**src/rtl/ibex_trace_pkg.sv**
```systemverilog
// Shared trace event types: 3-bit event codes and the packed event record
// handed from the classifier to the event buffer.
package ibex_trace_pkg;

    localparam int TS_W = 16;

    typedef enum logic [2:0] {
        EV_IF          = 3'd0,
        EV_IF_START    = 3'd1,
        EV_IF_END      = 3'd2,
        EV_IDEX        = 3'd3,
        EV_IDEX_MSTART = 3'd4,
        EV_IDEX_MEND   = 3'd5,
        EV_OVF         = 3'd7
    } ev_type_e;

    typedef struct packed {
        ev_type_e        ev_type;
        logic [TS_W-1:0] ts;
        logic [31:0]     pc;
        logic [31:0]     data;
    } trace_ev_t;

endpackage

```
**src/rtl/ibex_trace_classify.sv**
```systemverilog
// Per-cycle event detection for the fetch and ID/EX stages, using one cycle
// of handshake history to spot starts and ends of multicycle operations.
module ibex_trace_classify
    import ibex_trace_pkg::*;
(
    input  logic        clk,
    input  logic        rst_n,
    input  logic        fetch_ready,
    input  logic        fetch_valid,
    input  logic [31:0] fetch_pc,
    input  logic [31:0] fetch_insn,
    input  logic        idex_executing,
    input  logic        idex_done,
    input  logic [31:0] idex_pc,
    output logic        idex_ev_valid,
    output trace_ev_t   idex_ev,
    output logic        fetch_ev_valid,
    output trace_ev_t   fetch_ev
);

    logic fetch_ready_q, fetch_valid_q, idex_executing_q, idex_done_q;
    logic mult;

    always_ff @(posedge clk or negedge rst_n) begin
        if (!rst_n) begin
            fetch_ready_q    <= 1'b0;
            fetch_valid_q    <= 1'b0;
            idex_executing_q <= 1'b0;
            idex_done_q      <= 1'b0;
        end else begin
            fetch_ready_q    <= fetch_ready;
            fetch_valid_q    <= fetch_valid;
            idex_executing_q <= idex_executing;
            idex_done_q      <= idex_done;
        end
    end

    assign mult = idex_executing_q && !idex_done_q;

    // Timestamps are stamped by the buffer; ts is left zero here.
    always_comb begin
        idex_ev_valid = 1'b0;
        idex_ev       = '0;
        idex_ev.pc    = idex_pc;
        if (idex_executing && idex_done) begin
            idex_ev_valid   = 1'b1;
            idex_ev.ev_type = mult ? EV_IDEX_MEND : EV_IDEX;
        end else if (idex_executing && !idex_done && !mult) begin
            idex_ev_valid   = 1'b1;
            idex_ev.ev_type = EV_IDEX_MSTART;
        end
    end

    always_comb begin
        fetch_ev_valid = 1'b0;
        fetch_ev       = '0;
        if (fetch_ready && fetch_valid) begin
            fetch_ev_valid   = 1'b1;
            fetch_ev.ev_type = (fetch_ready_q && !fetch_valid_q) ? EV_IF_END : EV_IF;
            fetch_ev.pc      = fetch_pc;
            fetch_ev.data    = fetch_insn;
        end else if (fetch_ready && !fetch_valid && (!fetch_ready_q || fetch_valid_q)) begin
            fetch_ev_valid   = 1'b1;
            fetch_ev.ev_type = EV_IF_START;
        end
    end

endmodule

```
**src/rtl/ibex_trace_event_buffer.sv**
```systemverilog
// Timestamped trace event FIFO: up to three writes per cycle (overflow marker,
// ID/EX event, fetch event), first-word-fall-through read, saturating drop count.
module ibex_trace_event_buffer
    import ibex_trace_pkg::*;
#(
    parameter int DEPTH = 8,
    parameter int TS_W  = 16
) (
    input  logic            clk,
    input  logic            rst_n,
    input  logic            fetch_ready,
    input  logic            fetch_valid,
    input  logic [31:0]     fetch_pc,
    input  logic [31:0]     fetch_insn,
    input  logic            idex_executing,
    input  logic            idex_done,
    input  logic [31:0]     idex_pc,
    output logic            ev_valid,
    input  logic            ev_ready,
    output logic [2:0]      ev_type,
    output logic [TS_W-1:0] ev_ts,
    output logic [31:0]     ev_pc,
    output logic [31:0]     ev_data,
    output logic [15:0]     drop_count
);

    localparam int PTR_W = $clog2(DEPTH);
    localparam int CNT_W = PTR_W + 1;

    logic      idex_vld, fetch_vld;
    trace_ev_t idex_ev, fetch_ev;

    ibex_trace_classify u_classify (
        .clk            (clk),
        .rst_n          (rst_n),
        .fetch_ready    (fetch_ready),
        .fetch_valid    (fetch_valid),
        .fetch_pc       (fetch_pc),
        .fetch_insn     (fetch_insn),
        .idex_executing (idex_executing),
        .idex_done      (idex_done),
        .idex_pc        (idex_pc),
        .idex_ev_valid  (idex_vld),
        .idex_ev        (idex_ev),
        .fetch_ev_valid (fetch_vld),
        .fetch_ev       (fetch_ev)
    );

    logic unused_cls_ts;
    assign unused_cls_ts = ^{idex_ev.ts, fetch_ev.ts};

    logic [2:0]      mem_type [DEPTH];
    logic [TS_W-1:0] mem_ts   [DEPTH];
    logic [31:0]     mem_pc   [DEPTH];
    logic [31:0]     mem_data [DEPTH];

    logic [PTR_W-1:0] wr_ptr, rd_ptr;
    logic [CNT_W-1:0] count, free;
    logic [TS_W-1:0]  ts_q;
    logic             ovf_pending, ovf_pending_next;
    logic [15:0]      drop_next;
    logic [16:0]      drop_sum;
    logic             ovf_wr, pop;
    logic [1:0]       n_wr, n_drop;
    logic [2:0]       wr_en;
    logic [2:0]       wr_type [3];
    logic [31:0]      wr_pc   [3];
    logic [31:0]      wr_data [3];

    assign ev_valid = (count != '0);
    assign pop      = ev_valid && ev_ready;
    // Free space is taken at cycle start, so a same-cycle pop never makes room.
    assign free     = CNT_W'(DEPTH) - count;

    always_comb begin
        for (int k = 0; k < 3; k++) begin
            wr_type[k] = '0;
            wr_pc[k]   = '0;
            wr_data[k] = '0;
        end
        wr_en  = '0;
        n_wr   = '0;
        n_drop = '0;
        ovf_wr = ovf_pending && (free != '0);
        if (ovf_wr) begin
            wr_en[0]   = 1'b1;
            wr_type[0] = EV_OVF;
            n_wr       = 2'd1;
        end
        if (idex_vld) begin
            if (CNT_W'(n_wr) < free) begin
                wr_en[n_wr]   = 1'b1;
                wr_type[n_wr] = idex_ev.ev_type;
                wr_pc[n_wr]   = idex_ev.pc;
                wr_data[n_wr] = idex_ev.data;
                n_wr          = n_wr + 2'd1;
            end else begin
                n_drop = n_drop + 2'd1;
            end
        end
        if (fetch_vld) begin
            if (CNT_W'(n_wr) < free) begin
                wr_en[n_wr]   = 1'b1;
                wr_type[n_wr] = fetch_ev.ev_type;
                wr_pc[n_wr]   = fetch_ev.pc;
                wr_data[n_wr] = fetch_ev.data;
                n_wr          = n_wr + 2'd1;
            end else begin
                n_drop = n_drop + 2'd1;
            end
        end
        drop_sum  = {1'b0, drop_count} + 17'(n_drop);
        drop_next = drop_sum[16] ? 16'hFFFF : drop_sum[15:0];
        // The marker reports the count including drops from this same cycle.
        if (ovf_wr) begin
            wr_data[0] = {16'b0, drop_next};
        end
        if (n_drop != '0) begin
            ovf_pending_next = 1'b1;
        end else if (ovf_wr) begin
            ovf_pending_next = 1'b0;
        end else begin
            ovf_pending_next = ovf_pending;
        end
    end

    always_ff @(posedge clk or negedge rst_n) begin
        if (!rst_n) begin
            wr_ptr      <= '0;
            rd_ptr      <= '0;
            count       <= '0;
            ts_q        <= '0;
            ovf_pending <= 1'b0;
            drop_count  <= '0;
        end else begin
            wr_ptr      <= wr_ptr + PTR_W'(n_wr);
            rd_ptr      <= rd_ptr + PTR_W'(pop);
            count       <= count + CNT_W'(n_wr) - CNT_W'(pop);
            ts_q        <= ts_q + TS_W'(1);
            ovf_pending <= ovf_pending_next;
            drop_count  <= drop_next;
        end
    end

    always_ff @(posedge clk) begin
        for (int k = 0; k < 3; k++) begin
            if (wr_en[k]) begin
                mem_type[wr_ptr + PTR_W'(k)] <= wr_type[k];
                mem_ts  [wr_ptr + PTR_W'(k)] <= ts_q;
                mem_pc  [wr_ptr + PTR_W'(k)] <= wr_pc[k];
                mem_data[wr_ptr + PTR_W'(k)] <= wr_data[k];
            end
        end
    end

    assign ev_type = ev_valid ? mem_type[rd_ptr] : '0;
    assign ev_ts   = ev_valid ? mem_ts[rd_ptr]   : '0;
    assign ev_pc   = ev_valid ? mem_pc[rd_ptr]   : '0;
    assign ev_data = ev_valid ? mem_data[rd_ptr] : '0;

endmodule

```
**config.mk**
```make
export PLATFORM = sky130hd
export DESIGN_NAME = ibex_trace_event_buffer
export DESIGN_NICKNAME = d
export VERILOG_FILES = /design/src/rtl/ibex_trace_pkg.sv /design/src/rtl/ibex_trace_classify.sv /design/src/rtl/ibex_trace_event_buffer.sv
export SDC_FILE = /design/constraint.sdc
export NUM_CORES = 1
export LEC_CHECK = 0
export ABC_AREA = 0
export BUFFER_PORTS_ARGS = -buffer_cell sky130_fd_sc_hd__buf_4
export CORE_UTILIZATION = 29
export CTS_BUF_LIST = sky130_fd_sc_hd__clkbuf_4
export DETAILED_ROUTE_END_ITERATION = 7
export PLACE_DENSITY = 0.42
export SYNTH_ARGS = -nofsm -noshare
export SYNTH_HDL_FRONTEND = slang
export SYNTH_HIERARCHICAL = 1
export SYNTH_SLANG_ARGS = --single-unit
```
**constraint.sdc**
```tcl
create_clock -name clk -period 17.15 [get_ports clk]
set_input_delay 3.43 -clock clk [delete_from_list [all_inputs] [get_ports clk]]
set_output_delay 3.43 -clock clk [all_outputs]
set_load 0.02 [all_outputs]
```
==> metrics.md <==
| Metric | Value |
|---|---|
| Initial Utilization | `29.2%` |
| Maximum Capacitance Violations | `0` |
| CTS tree | `built` |
| Fmax | `0.115 GHz` |
| Vias after detailed routing | `32100` |
| Max_slew headroom | `18.8%` |
| Met1 Wirelength | `73.6 mm` |
| Share of cells above drive strength 1 | `26.4%` |
| Hold path start | `ts_q[14]$_DFF_PN0_` |
| Worst Hold Path Cells | `0` |
| Core ar. | `146000 sq um` |
| Tcrit/Tclk final | `50.9%` |
| Largest net degree at the start of global routing | `77` |
| Reg clk slew, reported paths | `70 ps` |
| Max Slew Vio Count | `0` |
| Pwr per Cell Area | `216 nW/um^2` |
| Root Buffer | `clkbuf_4` |
| Worst EP arrival | `5300 ps` |
| R2r worst-path depth | `15` |
| Filler instances | `14800` |
| Avg Synthesized Cell Area | `11.4 sq um` |
| DRT Pass-1 Iters | `6` |
| Clk_skew | `79.8 ps` |
| Worst Tran Pin Value | `1210 ps` |
| First-pass GRT wire length | `232 mm` |
| Final GP Congestion | `0.775` |
| Final Hold Fails | `0` |
| Final Cell Area | `48100 sq um` |
| Worst reg2reg setup slack | `10360 ps` |
| Area after DPL | `45400 sq um` |
| Area delta synth->final | `12.7%` |
| Initial antenna violation count | `7` |
| WS Path Type | `reg -> out` |
| Wire length on met2 | `73.9 mm` |
| Worst min-delay path class | `reg -> reg` |
| Unrepaired setup endpoints after global routing | `false` |
| CTS buffer count | `207` |
| Number of global-route vias before repair | `32100` |
| Clock Sinks | `711` |
| GRT Util Overall | `21.6%` |
| FF-to-FF Start | `count[0]$_DFF_PN0_` |
| Die Y | `386 microns` |
| Hold path endpoint | `mem_ts[4][14]$_DFFE_PP_` |
| Rows | `140` |
| Mapped Area | `42700 sq um` |
| Outcome | `completed` |
| Wire per inst | `27.5 microns` |
| VDD IR max | `134 uV` |
| Chip Width | `386 microns` |
| Initial DRC Count | `2956` |
| Hpwl dp | `88.1 mm` |
| Postcts setup bufs | `0` |
| WP data required | `13720 ps` |
| ANT nets after route | `0` |
| Met3 wire len | `10.6 mm` |
| Worst flop-to-flop path endpoint | `mem_pc[3][15]$_DFFE_PP_` |
| CP max FO | `38` |
| Setup TNS Final | `0 ps` |
| # IOs | `203` |
| Final Setup Violations | `0` |
| DRT Wirelength | `162 mm` |
| Drt drc | `0` |
| Lkg Pwr | `18.7 nW` |
| Worst setup SP type | `flip-flop` |
| Clk Latency, worst-skew pair | `1230 ps` |
| Tmin final | `8730 ps` |
| Critical Path Sink Type | `primary output` |
| Grt total ovfl | `0` |
| Hold_buf cts | `0` |
| Max clock buf depth | `3` |
| Port Buf Inserts | `202` |
| Synth Warn # | `6` |
| Syn Inst Count | `3744` |
| CTS resizes | `0` |
| Die area | `149000 sq um` |
| Highest routed layer | `met5` |
| DR vias/cell | `5.46` |
| Nets@finish | `3946` |
| Depth of the CTS H-tree | `4` |
## cells in the final DEF (no fill, tap or decap), types with 27 or more instances in the layout
master / n
clkbuf_4: 319
conb_1: 33
mux4_2: 166
edfxtp_1: 664
inv_1: 63
a22oi_1: 49
dfrtp_1: 44
a31oi_1: 27
buf_4: 283
a211oi_1: 194
nor2_1: 615
nand3_1: 36
a21o_1: 195
and3_1: 74
nand2_1: 108
o21ai_0: 118
mux2_2: 215
o211ai_1: 55
mux2i_1: 164
a21oi_1: 241
o22a_1: 61
## worst max path at each step
stage / start / to / cells past startpoint / slack, ps
floorplan: idex_done / mem_data[0][0]$_DFFE_PP_ / 14 / 1110
global placement: idex_done / mem_data[6][7]$_DFFE_PP_ / 20 / 8410
detailed placement: idex_done / mem_data[6][7]$_DFFE_PP_ / 20 / 8340
CTS: rd_ptr[0]$_DFF_PN0_ / ev_data[0] / 6 / 8040
global route: rd_ptr[0]$_DFF_PN0_ / ev_data[0] / 6 / 7940
finish: rd_ptr[0]$_DFF_PN0_ / ev_data[0] / 6 / 8420
## metrics by stage
stage	hold slack (ps)	power (mW)	utilization [%]	cells	worst slack, ps
detailed placement	659	8.78	31.1	5527	8340
CTS	662	10.5	32.9	5882	8040
floorplan	477	6.93	-	3776	1110
global route	667	11.1	32.9	5889	7940
global placement	644	8.76	31.1	5527	8410
finish	640	10.4	32.9	5889	8420
## routing by layer
metal  GRT usage [%]  vias to the layer above
met5               0                        -
met4            6.81                        4
met3            3.83                      273
met2            34.0                     1260
met1            30.0                    16200
li1                -                    14400
## sequential cells by signal, indices dropped and copies added (netlist names)
signal and count:
count 4, drop_count 16, mem_data 256, mem_pc 256, mem_ts 128, mem_type 24
ovf_pending 1, rd_ptr 3, ts_q 16, u_classify/fetch_ready_q 1, u_classify/fetch_valid_q 1, u_classify/idex_done_q 1
u_classify/idex_executing_q 1, wr_ptr 3
## worst max-delay path, stage by stage (launching register included)
cell	delay, ps
dfrtp_4	940
buf_4	870
buf_4	810
mux4_2	630
mux2i_1	520
nor2_1	90
buf_4	180
## area by class of cell
class / count / area [sq um] / area share, %
sequential: 711 / 21100 / 43.9
multi-input combinational: 2552 / 19500 / 40.6
tap: 1917 / 2400 / 4.99
clock buffer: 319 / 2390 / 4.98
timing repair buffer: 283 / 2120 / 4.42
clock inverter: 36 / 269 / 0.560
inverter: 64 / 240 / 0.500
antenna: 7 / 17.5 / 0.0364
## where the power goes
part           switching (mW)  leakage (nW)  internal [mW]
clock                   0.785          1.59          0.895
combinational            3.31          10.3           2.16
sequential              0.252          6.82           2.98
Power figures use the tool's default switching activity.
